**config.mk**
```make
export PLATFORM = sky130hd
export DESIGN_NAME = ysyx_25020037_gu
export DESIGN_NICKNAME = d
export VERILOG_FILES = /design/src/rtl/ysyx_25020037_gu_pkg.sv /design/src/rtl/ysyx_25020037_gu_regfile.sv /design/src/rtl/ysyx_25020037_gu.sv
export SDC_FILE = /design/constraint.sdc
export NUM_CORES = 1
export LEC_CHECK = 0
export CAP_MARGIN = 15
export CORE_MARGIN = 2
export CORE_UTILIZATION = 29
export CTS_CLUSTER_SIZE = 28
export DETAILED_ROUTE_END_ITERATION = 7
export DONT_BUFFER_PORTS = 1
export HOLD_SLACK_MARGIN = 0.03
export PLACE_DENSITY = 0.51
export SLEW_MARGIN = 5
export SYNTH_ARGS = -nofsm -noshare
export SYNTH_HDL_FRONTEND = slang
export SYNTH_SLANG_ARGS = --single-unit
```
**constraint.sdc**
```tcl
create_clock -name clk -period 2.3 [get_ports clk]
set_clock_uncertainty 0.05 [all_clocks]
set_input_delay 0.46 -clock clk [delete_from_list [all_inputs] [get_ports clk]]
set_output_delay 0.46 -clock clk [all_outputs]
set_load 0.05 [all_outputs]
```
**src/rtl/ysyx_25020037_gu_pkg.sv**
```systemverilog
// Shared definitions for the commit/update unit: commit packet layout, CSR indices, mstatus fields, FSM states.
// Optional feature macro used by the top: YSYX_25020037_GU_BYPASS_EN.
package ysyx_25020037_gu_pkg;

    localparam int          NR_GPR       = 16;
    localparam logic [31:0] MSTATUS_RST  = 32'h0000_1800;
    localparam logic [31:0] MCAUSE_ECALL = 32'd11;

    localparam logic [1:0] CSR_MSTATUS = 2'd0;
    localparam logic [1:0] CSR_MTVEC   = 2'd1;
    localparam logic [1:0] CSR_MEPC    = 2'd2;
    localparam logic [1:0] CSR_MCAUSE  = 2'd3;

    localparam int MSTATUS_MIE    = 3;
    localparam int MSTATUS_MPIE   = 7;
    localparam int MSTATUS_MPP_LO = 11;
    localparam int MSTATUS_MPP_HI = 12;

    // EXU-originated part of the commit packet
    typedef struct packed {
        logic        csr_we;
        logic [1:0]  csr_idx;
        logic [29:0] dnpc;
    } eu_to_gu_t;

    // Full commit packet, MSB first
    typedef struct packed {
        logic [29:0] pc;
        logic [3:0]  rd;
        logic        ecall_en;
        logic        mret_en;
        eu_to_gu_t   eu;
        logic [31:0] csr_wdata;
        logic        gpr_we;
        logic [31:0] result;
    } wu_to_gu_t;

    localparam int EU_TO_GU_BUS_WD = $bits(eu_to_gu_t);
    localparam int WU_TO_GU_BUS_WD = $bits(wu_to_gu_t);

    typedef enum logic {
        ST_IDLE     = 1'b0,
        ST_REDIRECT = 1'b1
    } gu_state_e;

endpackage

```
**src/rtl/ysyx_25020037_gu_regfile.sv**
```systemverilog
// RV32E general-purpose register file: 16x32, one synchronous write port, two combinational read ports.
// Latency: write visible the cycle after the edge; reads are combinational. No backpressure.
module ysyx_25020037_gu_regfile
    import ysyx_25020037_gu_pkg::*;
(
    input  logic        clk,
    input  logic        rst,
    input  logic        we,
    input  logic [3:0]  waddr,
    input  logic [31:0] wdata,
    input  logic [3:0]  rs1_idx,
    input  logic [3:0]  rs2_idx,
    output logic [31:0] rs1_data,
    output logic [31:0] rs2_data
);

    logic [31:0] regs [0:NR_GPR-1];

    // Entry 0 is never written, so x0 stays zero without special read logic in the array
    always_ff @(posedge clk or negedge rst) begin
        if (!rst) begin
            for (int i = 0; i < NR_GPR; i++) begin
                regs[i] <= '0;
            end
        end else if (we && (waddr != 4'd0)) begin
            regs[waddr] <= wdata;
        end
    end

    assign rs1_data = (rs1_idx == 4'd0) ? 32'd0 : regs[rs1_idx];
    assign rs2_data = (rs2_idx == 4'd0) ? 32'd0 : regs[rs2_idx];

endmodule

```
**src/rtl/ysyx_25020037_gu.sv**
```systemverilog
// Commit/update unit: applies GPR/CSR writes and ecall/mret trap effects, then offers the next PC to the IFU.
// Latency: gu_valid one cycle after wbu_valid; holds until ifu_ready. Busy while redirecting. Macro: YSYX_25020037_GU_BYPASS_EN.
module ysyx_25020037_gu
    import ysyx_25020037_gu_pkg::*;
(
    input  logic                       clk,
    input  logic                       rst,
    input  logic                       wbu_valid,
    input  logic [WU_TO_GU_BUS_WD-1:0] wu_to_gu_bus,
    output logic                       gu_busy,
    output logic                       gu_valid,
    output logic [29:0]                gu_npc,
    input  logic                       ifu_ready,
    input  logic [3:0]                 rs1_idx,
    input  logic [3:0]                 rs2_idx,
    output logic [31:0]                rs1_data,
    output logic [31:0]                rs2_data,
    input  logic [1:0]                 csr_ridx,
    output logic [31:0]                csr_rdata
);

    wu_to_gu_t pkt;
    assign pkt = wu_to_gu_t'(wu_to_gu_bus);

    gu_state_e state_q, state_d;
    logic      commit;

    // A packet arriving while a redirect is pending is a protocol violation and is dropped
    assign commit = wbu_valid && (state_q == ST_IDLE);

    always_ff @(posedge clk or negedge rst) begin
        if (!rst) begin
            state_q <= ST_IDLE;
        end else begin
            state_q <= state_d;
        end
    end

    always_comb begin
        state_d = state_q;
        case (state_q)
            ST_IDLE:     if (wbu_valid) state_d = ST_REDIRECT;
            ST_REDIRECT: if (ifu_ready) state_d = ST_IDLE;
            default:     state_d = ST_IDLE;
        endcase
    end

    assign gu_valid = (state_q == ST_REDIRECT);
    assign gu_busy  = (state_q == ST_REDIRECT);

    logic [31:0] mstatus_q, mtvec_q, mepc_q, mcause_q;
    logic [31:0] mstatus_d, mtvec_d, mepc_d, mcause_d;
    logic [29:0] npc_d;

    // Trap effects are applied after the explicit CSR write so they win on the same register;
    // all trap sources (mtvec, mepc, old MIE/MPIE) use pre-commit values.
    always_comb begin
        mstatus_d = mstatus_q;
        mtvec_d   = mtvec_q;
        mepc_d    = mepc_q;
        mcause_d  = mcause_q;
        npc_d     = gu_npc;
        if (commit) begin
            if (pkt.eu.csr_we) begin
                case (pkt.eu.csr_idx)
                    CSR_MSTATUS: mstatus_d = pkt.csr_wdata;
                    CSR_MTVEC:   mtvec_d   = pkt.csr_wdata;
                    CSR_MEPC:    mepc_d    = pkt.csr_wdata;
                    default:     mcause_d  = pkt.csr_wdata;
                endcase
            end
            if (pkt.ecall_en) begin
                mepc_d                                     = {pkt.pc, 2'b00};
                mcause_d                                   = MCAUSE_ECALL;
                mstatus_d[MSTATUS_MPIE]                    = mstatus_q[MSTATUS_MIE];
                mstatus_d[MSTATUS_MIE]                     = 1'b0;
                mstatus_d[MSTATUS_MPP_HI:MSTATUS_MPP_LO]   = 2'b11;
                npc_d                                      = mtvec_q[31:2];
            end else if (pkt.mret_en) begin
                mstatus_d[MSTATUS_MIE]  = mstatus_q[MSTATUS_MPIE];
                mstatus_d[MSTATUS_MPIE] = 1'b1;
                npc_d                   = mepc_q[31:2];
            end else begin
                npc_d = pkt.eu.dnpc;
            end
        end
    end

    always_ff @(posedge clk or negedge rst) begin
        if (!rst) begin
            mstatus_q <= MSTATUS_RST;
            mtvec_q   <= '0;
            mepc_q    <= '0;
            mcause_q  <= '0;
            gu_npc    <= '0;
        end else begin
            mstatus_q <= mstatus_d;
            mtvec_q   <= mtvec_d;
            mepc_q    <= mepc_d;
            mcause_q  <= mcause_d;
            gu_npc    <= npc_d;
        end
    end

    logic [31:0] rf_rs1, rf_rs2, csr_q_rdata;

    ysyx_25020037_gu_regfile u_regfile (
        .clk      (clk),
        .rst      (rst),
        .we       (commit && pkt.gpr_we),
        .waddr    (pkt.rd),
        .wdata    (pkt.result),
        .rs1_idx  (rs1_idx),
        .rs2_idx  (rs2_idx),
        .rs1_data (rf_rs1),
        .rs2_data (rf_rs2)
    );

    always_comb begin
        case (csr_ridx)
            CSR_MSTATUS: csr_q_rdata = mstatus_q;
            CSR_MTVEC:   csr_q_rdata = mtvec_q;
            CSR_MEPC:    csr_q_rdata = mepc_q;
            default:     csr_q_rdata = mcause_q;
        endcase
    end

`ifdef YSYX_25020037_GU_BYPASS_EN
    logic gpr_byp, csr_byp;
    assign gpr_byp   = wbu_valid && pkt.gpr_we && (pkt.rd != 4'd0);
    assign csr_byp   = wbu_valid && pkt.eu.csr_we && (pkt.eu.csr_idx == csr_ridx);
    assign rs1_data  = (gpr_byp && (pkt.rd == rs1_idx)) ? pkt.result : rf_rs1;
    assign rs2_data  = (gpr_byp && (pkt.rd == rs2_idx)) ? pkt.result : rf_rs2;
    assign csr_rdata = csr_byp ? pkt.csr_wdata : csr_q_rdata;
`else
    assign rs1_data  = rf_rs1;
    assign rs2_data  = rf_rs2;
    assign csr_rdata = csr_q_rdata;
`endif

    a_no_commit_while_busy: assert property (@(posedge clk) disable iff (!rst)
        !(wbu_valid && (state_q == ST_REDIRECT)));

    a_no_ecall_and_mret: assert property (@(posedge clk) disable iff (!rst)
        !(wbu_valid && pkt.ecall_en && pkt.mret_en));

endmodule
```
Word level (Yosys, flattened, before mapping)
Index checks and enable logic that the tools add are counted.

word-level totals
  bits in registers = 671
  logic and storage cells = 88

cells by class
  reductions and logical operators = 21
  eq/ne operators = 5
  bitwise operators = 4
  magnitude comparators = 4
  multiplexer cells = 30

operators with widths
  kind                number
  $bwmux 512          1
  $mux 32             13
  $bmux 32 s4         2
  $demux 32 s4        1
  $pmux 32 s3         1
  $mux 30             2
  $mux 13             2
  $reduce_and 3->1    6
  $ge 5x5->1 const B  3
  $not 4->5           3
  $logic_not 4->1     2
  $mux 1              6
  $reduce_bool 2->1   3
  $reduce_bool 3->1   2
  $lt 5x1->1 const B  1
  $eq 2x1->1 const B  2
  $eq 2x2->1 const B  2
  $logic_and 1x1->1   4
  $logic_not 2->1     2
  $reduce_bool 4->1   1
  $reduce_or 3->1     1
  $mux 2              1
  $ne 2x1->1 const B  1
  $pmux 1 s2          1
  $not 1->1           1

Logic depth before layout (Yosys ltp)
Gate-level depths: netlist of run 1.

  depth after elaboration = 6
  gate-level depth with buffers = 8
  mapped depth without buffers = 4

By module
From an unflattened synthesis of run 1, not the netlist that was laid out.

unflattened totals
  cell total of the unflattened synthesis = 2313
  area total of the unflattened synthesis = 33539.7 um2

by module, submodules not included
  module                    area an instance (um2)  seq. area each (um2)  cells an instance  instances
  ysyx_25020037_gu_regfile  25694.6                 12036.5               1766               1
  ysyx_25020037_gu          7845.0                  3981.3                547                1

Worst setup path after synthesis of run 1
No wires, ideal clock.

  path kind = in2out
  start = in rs2_idx[1]
  end = out rs2_data[4]
  path slack = -707 ps
  arrival time = 2497 ps
  cell stages on the path = 5
  cells stage by stage = buf_2 -> clkbuf_1 -> mux4_2 -> mux2i_1 -> a211oi_1

on the way
  word-level cells in the longest chain between the ends = 5

RTL lines
  item                                         line                            source
  from (decl)                                  ysyx_25020037_gu.sv:15          input logic [3:0] rs2_idx,
  $not 4->5 (not written as such)              ysyx_25020037_gu_regfile.sv:31  assign rs2_data = (rs2_idx == 4'd0) ? 32'd0 : regs[rs2_idx];
  $bmux 32 s4                                  ysyx_25020037_gu_regfile.sv:31
  $mux 32 (not written as such) (2 in series)  ysyx_25020037_gu_regfile.sv:31
  $mux 32 *                                    ysyx_25020037_gu_regfile.sv:31
  to (decl)                                    ysyx_25020037_gu.sv:17          output logic [31:0] rs2_data,

Mark *: on every way between the ends. The rest lies on a longest branch, timed or not. The select of a mux whose other input is x is not followed.

Worst setup path in the final report of run 1
  start = reg u_regfile.regs[257] (netlist bit)
  end = out rs2_data[1]

on the way
  word-level cells in the longest chain between the ends = 4

RTL lines
  item                                         line                            source
  from (decl)                                  ysyx_25020037_gu_regfile.sv:17  logic [31:0] regs [0:NR_GPR-1];
  from (signal, indexed assignment)            ysyx_25020037_gu_regfile.sv:26  regs[waddr] <= wdata;
  $bmux 32 s4                                  ysyx_25020037_gu_regfile.sv:31
  $mux 32 (not written as such) (2 in series)  ysyx_25020037_gu_regfile.sv:31
  $mux 32                                      ysyx_25020037_gu_regfile.sv:31

Every way passes these cells. The select of a mux whose other input is x is not followed.

==> results of run 1 <==
==> power by group <==
group / total (mW) / switching (mW) / internal, mW / leakage, nW
clock: 13.0 / 5.10 / 7.91 / 1.34
sequential: 15.4 / 2.02 / 13.4 / 8.34
combinational: 8.40 / 3.95 / 4.45 / 7.89
==> worst max-delay path by stage <==
stage / cells past startpoint / endpoint
final: 3 / rs2_data[1]
after global routing: 3 / rs2_data[1]
after CTS: 3 / rs2_data[1]
after detailed placement: 4 / rs2_data[12]
after global placement: 4 / rs2_data[12]
after floorplan: 4 / rs2_data[14]
==> cell usage after synthesis, drive strengths merged <==
library cell,count,share of area
dfrtp,638,0.48
mux2,616,0.21
mux4,244,0.17
nand2,135,0.015
o21ai,129,0.020
buf,117,0.021
clkbuf,104,0.012
mux2i,70,0.021
a21oi,60,0.0091
nor2,42,0.0048
a21boi,30,0.0068
a221o,29,0.0088
a22o,24,0.0064
a211oi,8,0.0018
a221oi,7,0.0019
o22ai,7,0.0013
nor2b,6,0.0011
inv,5,0.00057
nand2b,5,0.00095
nand3,5,0.00076
nor3,4,0.0011
o22a,3,0.00079
a22oi,2,0.00045
dfstp,2,0.0016
nand3b,2,0.00045
nand4,2,0.00038
nor3b,2,0.00045
o32a,2,0.00061
or2,2,0.00038
a21o,1,0.00023
a311oi,1,0.00026
a31oi,1,0.00019
and3,1,0.00019
and3b,1,0.00026
o21a,1,0.00023
o221ai,1,0.00026
o2bb2ai,1,0.00026
o311ai,1,0.00026
or3b,1,0.00026
==> routing by layer <==
metal | global-route usage | vias to the layer above | part of all wire
met5 | 0 | - | 0.00043
met4 | 0.0564 | 8 | 0.027
met3 | 0.0371 | 164 | 0.055
met2 | 0.299 | 602 | 0.49
met1 | 0.233 | 11575 | 0.43
li1 | - | 9095 | -
==> cells by family (layout without fill, tap and decap cells) <==
kind of cell / count (synthesis) / after routing / synth area share
other: 0 / 1 / 0
buffers and inverters: 226 / 423 / 0.0330
flip-flops: 640 / 640 / 0.484
multiplexers: 930 / 930 / 0.397
AND/OR/NAND/NOR: 208 / 208 / 0.0264
AO/OA/AOI/OAI: 308 / 308 / 0.0591
==> state kept, by name, summed over array words and instances (netlist names) <==
register and count:
mtvec_q 32, gu_npc 30, u_regfile.regs 481, mcause_q 32, mepc_q 32, mstatus_q 32
gu_busy 1
==> through the flow <==
step                 util  power (mW)  setup TNS, ns  hold WS (ns)  cells
global placement    0.320        22.5        -0.0768         0.192   3697
floorplan               -        21.3          -1.81         0.114   2312
finish              0.364        36.8         -20.15        -0.543   4010
CTS                 0.360        36.8         -23.25        -0.517   3997
detailed placement  0.320        22.9         -0.102         0.193   3697
global route        0.364        38.5         -23.87        -0.579   4010
==> worst register-to-register path, delay by kind of cell (launching register included) <==
family | cells | cell delay, ns
mux | 1 | 0.39
flops | 1 | 0.43
buf+inv | 3 | 0.66
simple gates | 3 | 0.51
==> timing repair <==
item,CTS,global route
hold buffers,97,1
pin swaps,26,15
hold endpoints to repair,1278,258
endpoints found under the setup margin,65,67
gates resized for setup,64,45
setup buffers,65,9
==> cell type report <==
type | instances | area (um^2)
Inverter | 5 | 18.8
Clock inverter | 23 | 430
Antenna cell | 1 | 2.50
Fill cell | 10606 | 71700
Timing Repair Buffer | 279 | 3330
Clock buffer | 116 | 2310
Sequential cell | 640 | 16000
Tap cell | 1500 | 1880
Multi-Input combinational cell | 1446 | 17100
==> metrics, run 1 <==
outcome finished with violations; failing checks hold timing, setup timing; flop2flop setup slack 0.14 ns; Leak 17.6 nW; final number of hold-violating endpoints 236; clock buffer depth 3; CTS tree yes; Slew Viols, Final 0; FF-to-FF End u_regfile.regs[99]; final setup margin -0.508 ns; CP peak stage delay 0.57 ns; most common cell after layout, fill and taps aside dfrtp_1; critical path class flop to output pin; I/O Pins 276; Seq/Total Area, Yosys 0.484; initial antenna violation count 8; DIE HEIGHT 342 um; Crit-path slowest cell mux4_2; Port Buffers 0; H-tree Lvls 3; clock-pin slew on the worst setup and hold paths 0.06 ns; synthesized cell area 33100 um^2; Num Clock Sinks 640; Setup crit start u_regfile.regs[257]; largest net degree at the start of global routing 641; CTS Buf Count 77; fin crit share 1.22; vias in the first global route 23695; most used cell, CP mux4_2; Slew headroom 0.225; Post-Layout Inst Area 41100 um^2; Avg Cell Area, Syn 14.3 um^2; Core ar. 113000 um^2; endpoints failing setup 64; Place WS -0.0286 ns; Critical R2R Launch gu_busy; residual DRC count 0; Max Freq 356 MHz; initial core utilization 0.293; layout cells sized above 1 0.501; first-pass GRT wire length 157000 um; row count 123; Final GP Congestion 0.778; Worst R2R Path Depth 7; Syn. warnings 0; arrival time worst endpoint 2.30 ns; HP Class input port to asynchronous set/reset pin; CP required 1.79 ns; NumNets Final 2597; Pwr Density 897 nW/um^2; die area 117000 um^2; Layout area overhead 24.2%; CP endpoint kind output pin; Syn Inst Count 2312; final worst path period need 2.81 ns; overall via count from detail_route 21444; Via-to-Cell Ratio 5.35; initial drt markers 1201; Detailed Route WL 105000 um; syn nets 2460; total grt overflow 0; Worst IR Drop VDD 0.598 mV; Detail Route Antenna Nets 0; routed length per instance 26.1 um; highest-count cells in the layout ignoring fill and taps 638 x dfrtp_1, 584 x mux2_2, 244 x mux4_2, 129 x nand2_1, 98 x o21ai_0; Worst-Skew Late Latency 0.63 ns; Hold WS -0.543 ns; total track usage 0.179; DP Wirelength 59600 um; largest delay contributor family on the critical path multiplexers; #FFs+latches synth 640; total iterations of the first detailed-routing run 5; die width 342 um; CP Launch Type flop; Root Driver clkbuf_16; Max FO, Critical Path 3; Critical Path, Cell by Cell mux4_2 > mux4_2 > buf_12; Buf/Inv on CP 1; DP Area 36100 um^2; post-synth cell types 44; Worst-Margin Slew 1.16 ns; RSZ-0062 raised after global routing true; MaxCap Viol Count 0
No activity file was read; power rests on OpenSTA's default activity.
==> run 2, diff against run 1 <==
Settings changed: ABC_CLOCK_PERIOD_IN_PS from default to 2300, REMOVE_ABC_BUFFERS from default to 1.
==> run 2 against run 1 <==
Compared with the run above: the flow finishes with violations (hold timing, slew limit, setup timing); cell count about the same; via count decreased by 0.73%; sequential power about the same; worst hold slack improved by 0.0076 ns; register-to-register slack improved by 0.11 ns; setup slack improved by 0.030 ns; design area decreased by 2.3%; largest power group unchanged.
==> metrics, run 2 (synthesis gave the netlist of run 1 again) <==
most used cell, CP mux4_2; Worst-Skew Late Latency 0.64 ns; Worst-Margin Slew 1.81 ns; outcome finished with violations; die area 117000 um^2; vias in the first global route 23583; initial antenna violation count 3; Max Freq 360 MHz; initial drt markers 1071; Fillers 10742; DP Wirelength 58800 um; fin util 0.356; largest net degree at the start of global routing 641; Slew Viols, Final 310; most common cell after layout, fill and taps aside dfrtp_1; Hold WS -0.536 ns; clock buffer depth 3; routed length per instance 25.6 um; placed cells 3716; Crit-path slowest cell mux4_2; Via-to-Cell Ratio 5.31; total iterations of the first detailed-routing run 5; CP endpoint kind output pin; H-tree Lvls 3; overall via count from detail_route 21288; NumNets Final 2598; total track usage 0.176; HP Class input port to asynchronous set/reset pin; I/O Pins 276; highest-count cells in the layout ignoring fill and taps 637 x dfrtp_1, 584 x mux2_2, 244 x mux4_2, 129 x nand2_1, 109 x o21ai_0; hold_buf cts 98; Num Clock Sinks 640; endpoints failing setup 64; Layout area overhead 21.3%; DP Area 35600 um^2; Slew headroom -0.207; CP Launch Type flop; fin crit share 1.21; DIE HEIGHT 342 um; die width 342 um; final worst path period need 2.78 ns; Post-Layout Inst Area 40100 um^2; total grt overflow 0; CTS tree yes; flop2flop setup slack 0.25 ns; Worst IR Drop VDD 0.653 mV; max reg flops 481; arrival time worst endpoint 2.27 ns; RSZ-0062 raised after global routing true; Detailed Route WL 103000 um; Place WS -0.100 ns; row count 123; Core ar. 113000 um^2; Root Driver clkbuf_16; MaxCap Viol Count 0; Critical Path, Cell by Cell mux4_2 > mux4_2 > buf_12; largest register by flop count u_regfile.regs; Detail Route Antenna Nets 0; final number of hold-violating endpoints 638; CTS Buf Count 80; initial core utilization 0.293; Port Buffers 0; failing checks hold timing, slew limit, setup timing; critical path class flop to output pin; Pwr Density 888 nW/um^2; layout cells sized above 1 0.487; clock-pin slew on the worst setup and hold paths 0.06 ns; Max FO, Critical Path 2; CP required 1.79 ns; Leak 17.4 nW; Post-Layout Cell Count 4009; CP peak stage delay 0.57 ns; Final GP Congestion 0.773; final setup margin -0.478 ns; first-pass GRT wire length 155000 um; residual DRC count 0
-- run 2: cell types whose count changed in the layout (fill, tap and decap cells not counted), moves of 10 or more --
| cell | previous run | this run |
|---|---|---|
| mux2i_1 | 34 | 51 |
| a21oi_4 | 29 | 2 |
| buf_6 | 34 | 52 |
| o21ai_0 | 98 | 109 |
| mux2i_4 | 33 | 5 |
| buf_12 | 63 | 53 |
| a21oi_2 | 0 | 22 |
| buf_4 | 81 | 70 |
| mux2i_2 | 3 | 14 |
-- run 2: where the power goes --
group	switching, mW	internal [mW]	leakage, nW
logic	3.52	4.38	7.76
clock network	5.05	7.23	1.25
registers	2.03	13.4	8.34
-- run 2: metal layers --
layer / global-route usage / part of all wire / up-vias
met1: 0.226 / 0.42 / 11450
met4: 0.0585 / 0.031 / 2
li1: - / - / 9083
met3: 0.0461 / 0.063 / 179
met2: 0.289 / 0.48 / 574
met5: 0 / 0.00013 / -
-- run 2: cell type report --
cell class	count	area [um^2]	share of cell area
Sequential cell	640	16000	0.399
Antenna cell	2	5.00	0.000125
Clock inverter	22	225	0.00561
Multi-Input combinational cell	1446	16400	0.409
Inverter	5	18.8	0.000468
Timing Repair Buffer	277	3230	0.0805
Clock buffer	117	2320	0.0579
Tap cell	1500	1880	0.0468
-- run 2: worst max-delay path: cells and delay by family, from the launching register on --
family | cells | cell delay (ns)
flip-flops | 1 | 0.38
buffers and inverters | 1 | 0.18
multiplexers | 2 | 1.06
-- run 2: metrics by stage --
stage	power, mW	setup TNS, ns
after floorplan	20.6	-772.92
after global placement	22.3	-0.442
after detailed placement	22.7	-0.760
after CTS	35.9	-24.22
after global routing	37.3	-25.84
final	35.6	-20.28
-- run 2: worst paths after layout --
path                                  endpoint  depth (start not counted)                start
min reg2reg                u_regfile.regs[510]                          0  u_regfile.regs[510]
min in group clk                  mcause_q[17]                          3     wu_to_gu_bus[99]
max reg2reg                u_regfile.regs[157]                          6              gu_busy
max in group asynchronous  u_regfile.regs[275]                          0                  rst
min                        u_regfile.regs[358]                          0                  rst
max                                rs2_data[8]                          3    u_regfile.regs[8]
-- run 2: repair_timing --
item,4_1_cts,5_1_grt
gates resized for setup,116,40
endpoints found under the hold margin,1279,638
buffers inserted,40,27
pin swaps,32,16
endpoints found under the setup margin,65,65
==> run 3, diff against run 2 <==
Settings changed: CORE_UTILIZATION 29 to 35, PLACE_DENSITY 0.51 to 0.58.
==> run 3 against run 2 <==
Compared with the run above: the run still ends with hold timing, slew limit, setup timing left; clock power fell by 5%; power fell by 2.2%; maximum frequency rose by 0.23%; count of clock-buffer cells in the layout fell by 4; non-clock buffer count rose by 6; core utilization rose by 6.7 points; combinational power fell by 2%; wire length fell by 2.5%; register-to-register slack got worse by 0.09 ns; die area fell by 17%; sequential power barely moved; largest cell class unchanged; largest power group unchanged; highest routed layer unchanged.
==> metrics, run 3 (synthesis gave the netlist of run 1 again) <==
initial antenna violation count 4; Slew Viols, Final 220; CTS tree yes; Leak 17.3 nW; CTS Buf Count 75; largest delay contributor family on the critical path multiplexers; largest net degree at the start of global routing 641; initial core utilization 0.354; first-pass GRT wire length 151000 um; total grt overflow 0; NumNets Final 2599; MaxCap Viol Count 0; H-tree Lvls 3; die width 311 um; HP Class input port to asynchronous set/reset pin; CP peak stage delay 0.56 ns; Post-Layout Inst Area 39500 um^2; total track usage 0.205; met3 Use GR 0.0570; Root Driver clkbuf_16; final worst path period need 2.77 ns; fin crit share 1.20; Layout area overhead 19.4%; initial drt markers 1396; Critical Path, Cell by Cell mux4_2 > mux4_2 > buf_12; clock-pin slew on the worst setup and hold paths 0.06 ns; final number of hold-violating endpoints 638; fin util 0.422; Pwr Density 882 nW/um^2; clock buffer depth 3; Final GP Congestion 0.793; largest register by flop count u_regfile.regs; critical path class flop to output pin; setup TNS -18.83 ns; outcome finished with violations; Max Freq 361 MHz; vias in the first global route 23297; I/O Pins 276; layer with the highest usage met2; endpoints failing setup 64; failing checks hold timing, slew limit, setup timing; Worst IR Drop VDD 0.560 mV; DP Wirelength 55200 um; die area 97000 um^2; Buf/Inv on CP 1; residual DRC count 0; Max FO, Critical Path 2; Detail Route Antenna Nets 0; Core ar. 93500 um^2; Port Buffers 0; layout cells sized above 1 0.481; total iterations of the first detailed-routing run 5; Worst-Skew Late Latency 0.63 ns; Hold WS -0.525 ns; overall via count from detail_route 21419; hold_buf cts 99; max reg flops 481; RSZ-0062 raised after global routing true; most used cell, CP mux4_2; Num Clock Sinks 640; Via-to-Cell Ratio 5.69; routed length per instance 26.6 um; GR Util met2 0.339; Worst-Margin Slew 1.79 ns; DP Area 35100 um^2; CP Launch Type flop; Slew headroom -0.195; Detailed Route WL 100000 um; CP endpoint kind output pin; met1 Track Usage GR 0.258; Crit-path slowest cell mux4_2; arrival time worst endpoint 2.26 ns; row count 112; most common cell after layout, fill and taps aside dfrtp_1; highest-count cells in the layout ignoring fill and taps 638 x dfrtp_1, 582 x mux2_2, 244 x mux4_2, 129 x nand2_1, 110 x o21ai_0; CP required 1.79 ns; final setup margin -0.471 ns; DIE HEIGHT 311 um
## run 3: cell count changes in the layout (fill, tap and decap cells not counted), moves of 5 or more
cell / change
buf_4: +12
buf_12: -11
mux2i_1: +8
buf_6: +7
clkbuf_16: -5
mux2i_4: -5
## run 3: where the power goes
group	switching [mW]	internal, mW	total (mW)
Clock	4.92	6.75	11.7
Sequential	2.03	13.4	15.4
Combinational	3.46	4.27	7.73
## run 3: layout make-up
type	instances	area [um^2]
flip-flops and latches	640	16000
fillers	8429	54000
inverters	5	18.8
clock inverters	20	215
multi-input cells	1446	16300
well taps	1254	1570
repair buffers	283	3140
clock buffers	113	2190
diodes	2	5.00
## run 3: worst paths after layout
| path | end | startpoint | slack (ns) | cells past startpoint |
|---|---|---|---|---|
| setup / recovery | rs2_data[11] | u_regfile.regs[11] | -0.47 | 3 |
| hold / removal | u_regfile.regs[454] | rst | -0.53 | 0 |
| setup reg to reg | mepc_q[0] | gu_busy | 0.16 | 7 |
| hold reg to reg | u_regfile.regs[510] | u_regfile.regs[510] | 0.33 | 0 |
| max in group asynchronous | u_regfile.regs[225] | rst | 1.29 | 0 |
| min in group clk | mcause_q[3] | wu_to_gu_bus[96] | 0.09 | 2 |
## run 3: per-stage QoR
| step | setup WS [ns] | std cells | power (mW) |
|---|---|---|---|
| after detailed placement | -0.0944 | 3460 | 22.5 |
| after global routing | -0.550 | 3762 | 36.4 |
| after CTS | -0.510 | 3756 | 35.1 |
| after global placement | -0.0835 | 3460 | 22.1 |
| final | -0.471 | 3763 | 34.8 |
| after floorplan | -1.72 | 2091 | 20.6 |
## run 3: repair_timing
item | 4_1_cts | 5_1_grt
setup buffers | 65 | 9
pin swaps | 31 | 18
hold endpoints to repair | 1279 | 638
gates resized for setup | 97 | 37
endpoints found under the setup margin | 75 | 64
## run 3: layer usage
layer,wire (um),up-vias
met1,40900,11441
met3,7230,193
met2,48700,710
met4,3350,6
met5,44,-
li1,-,9069
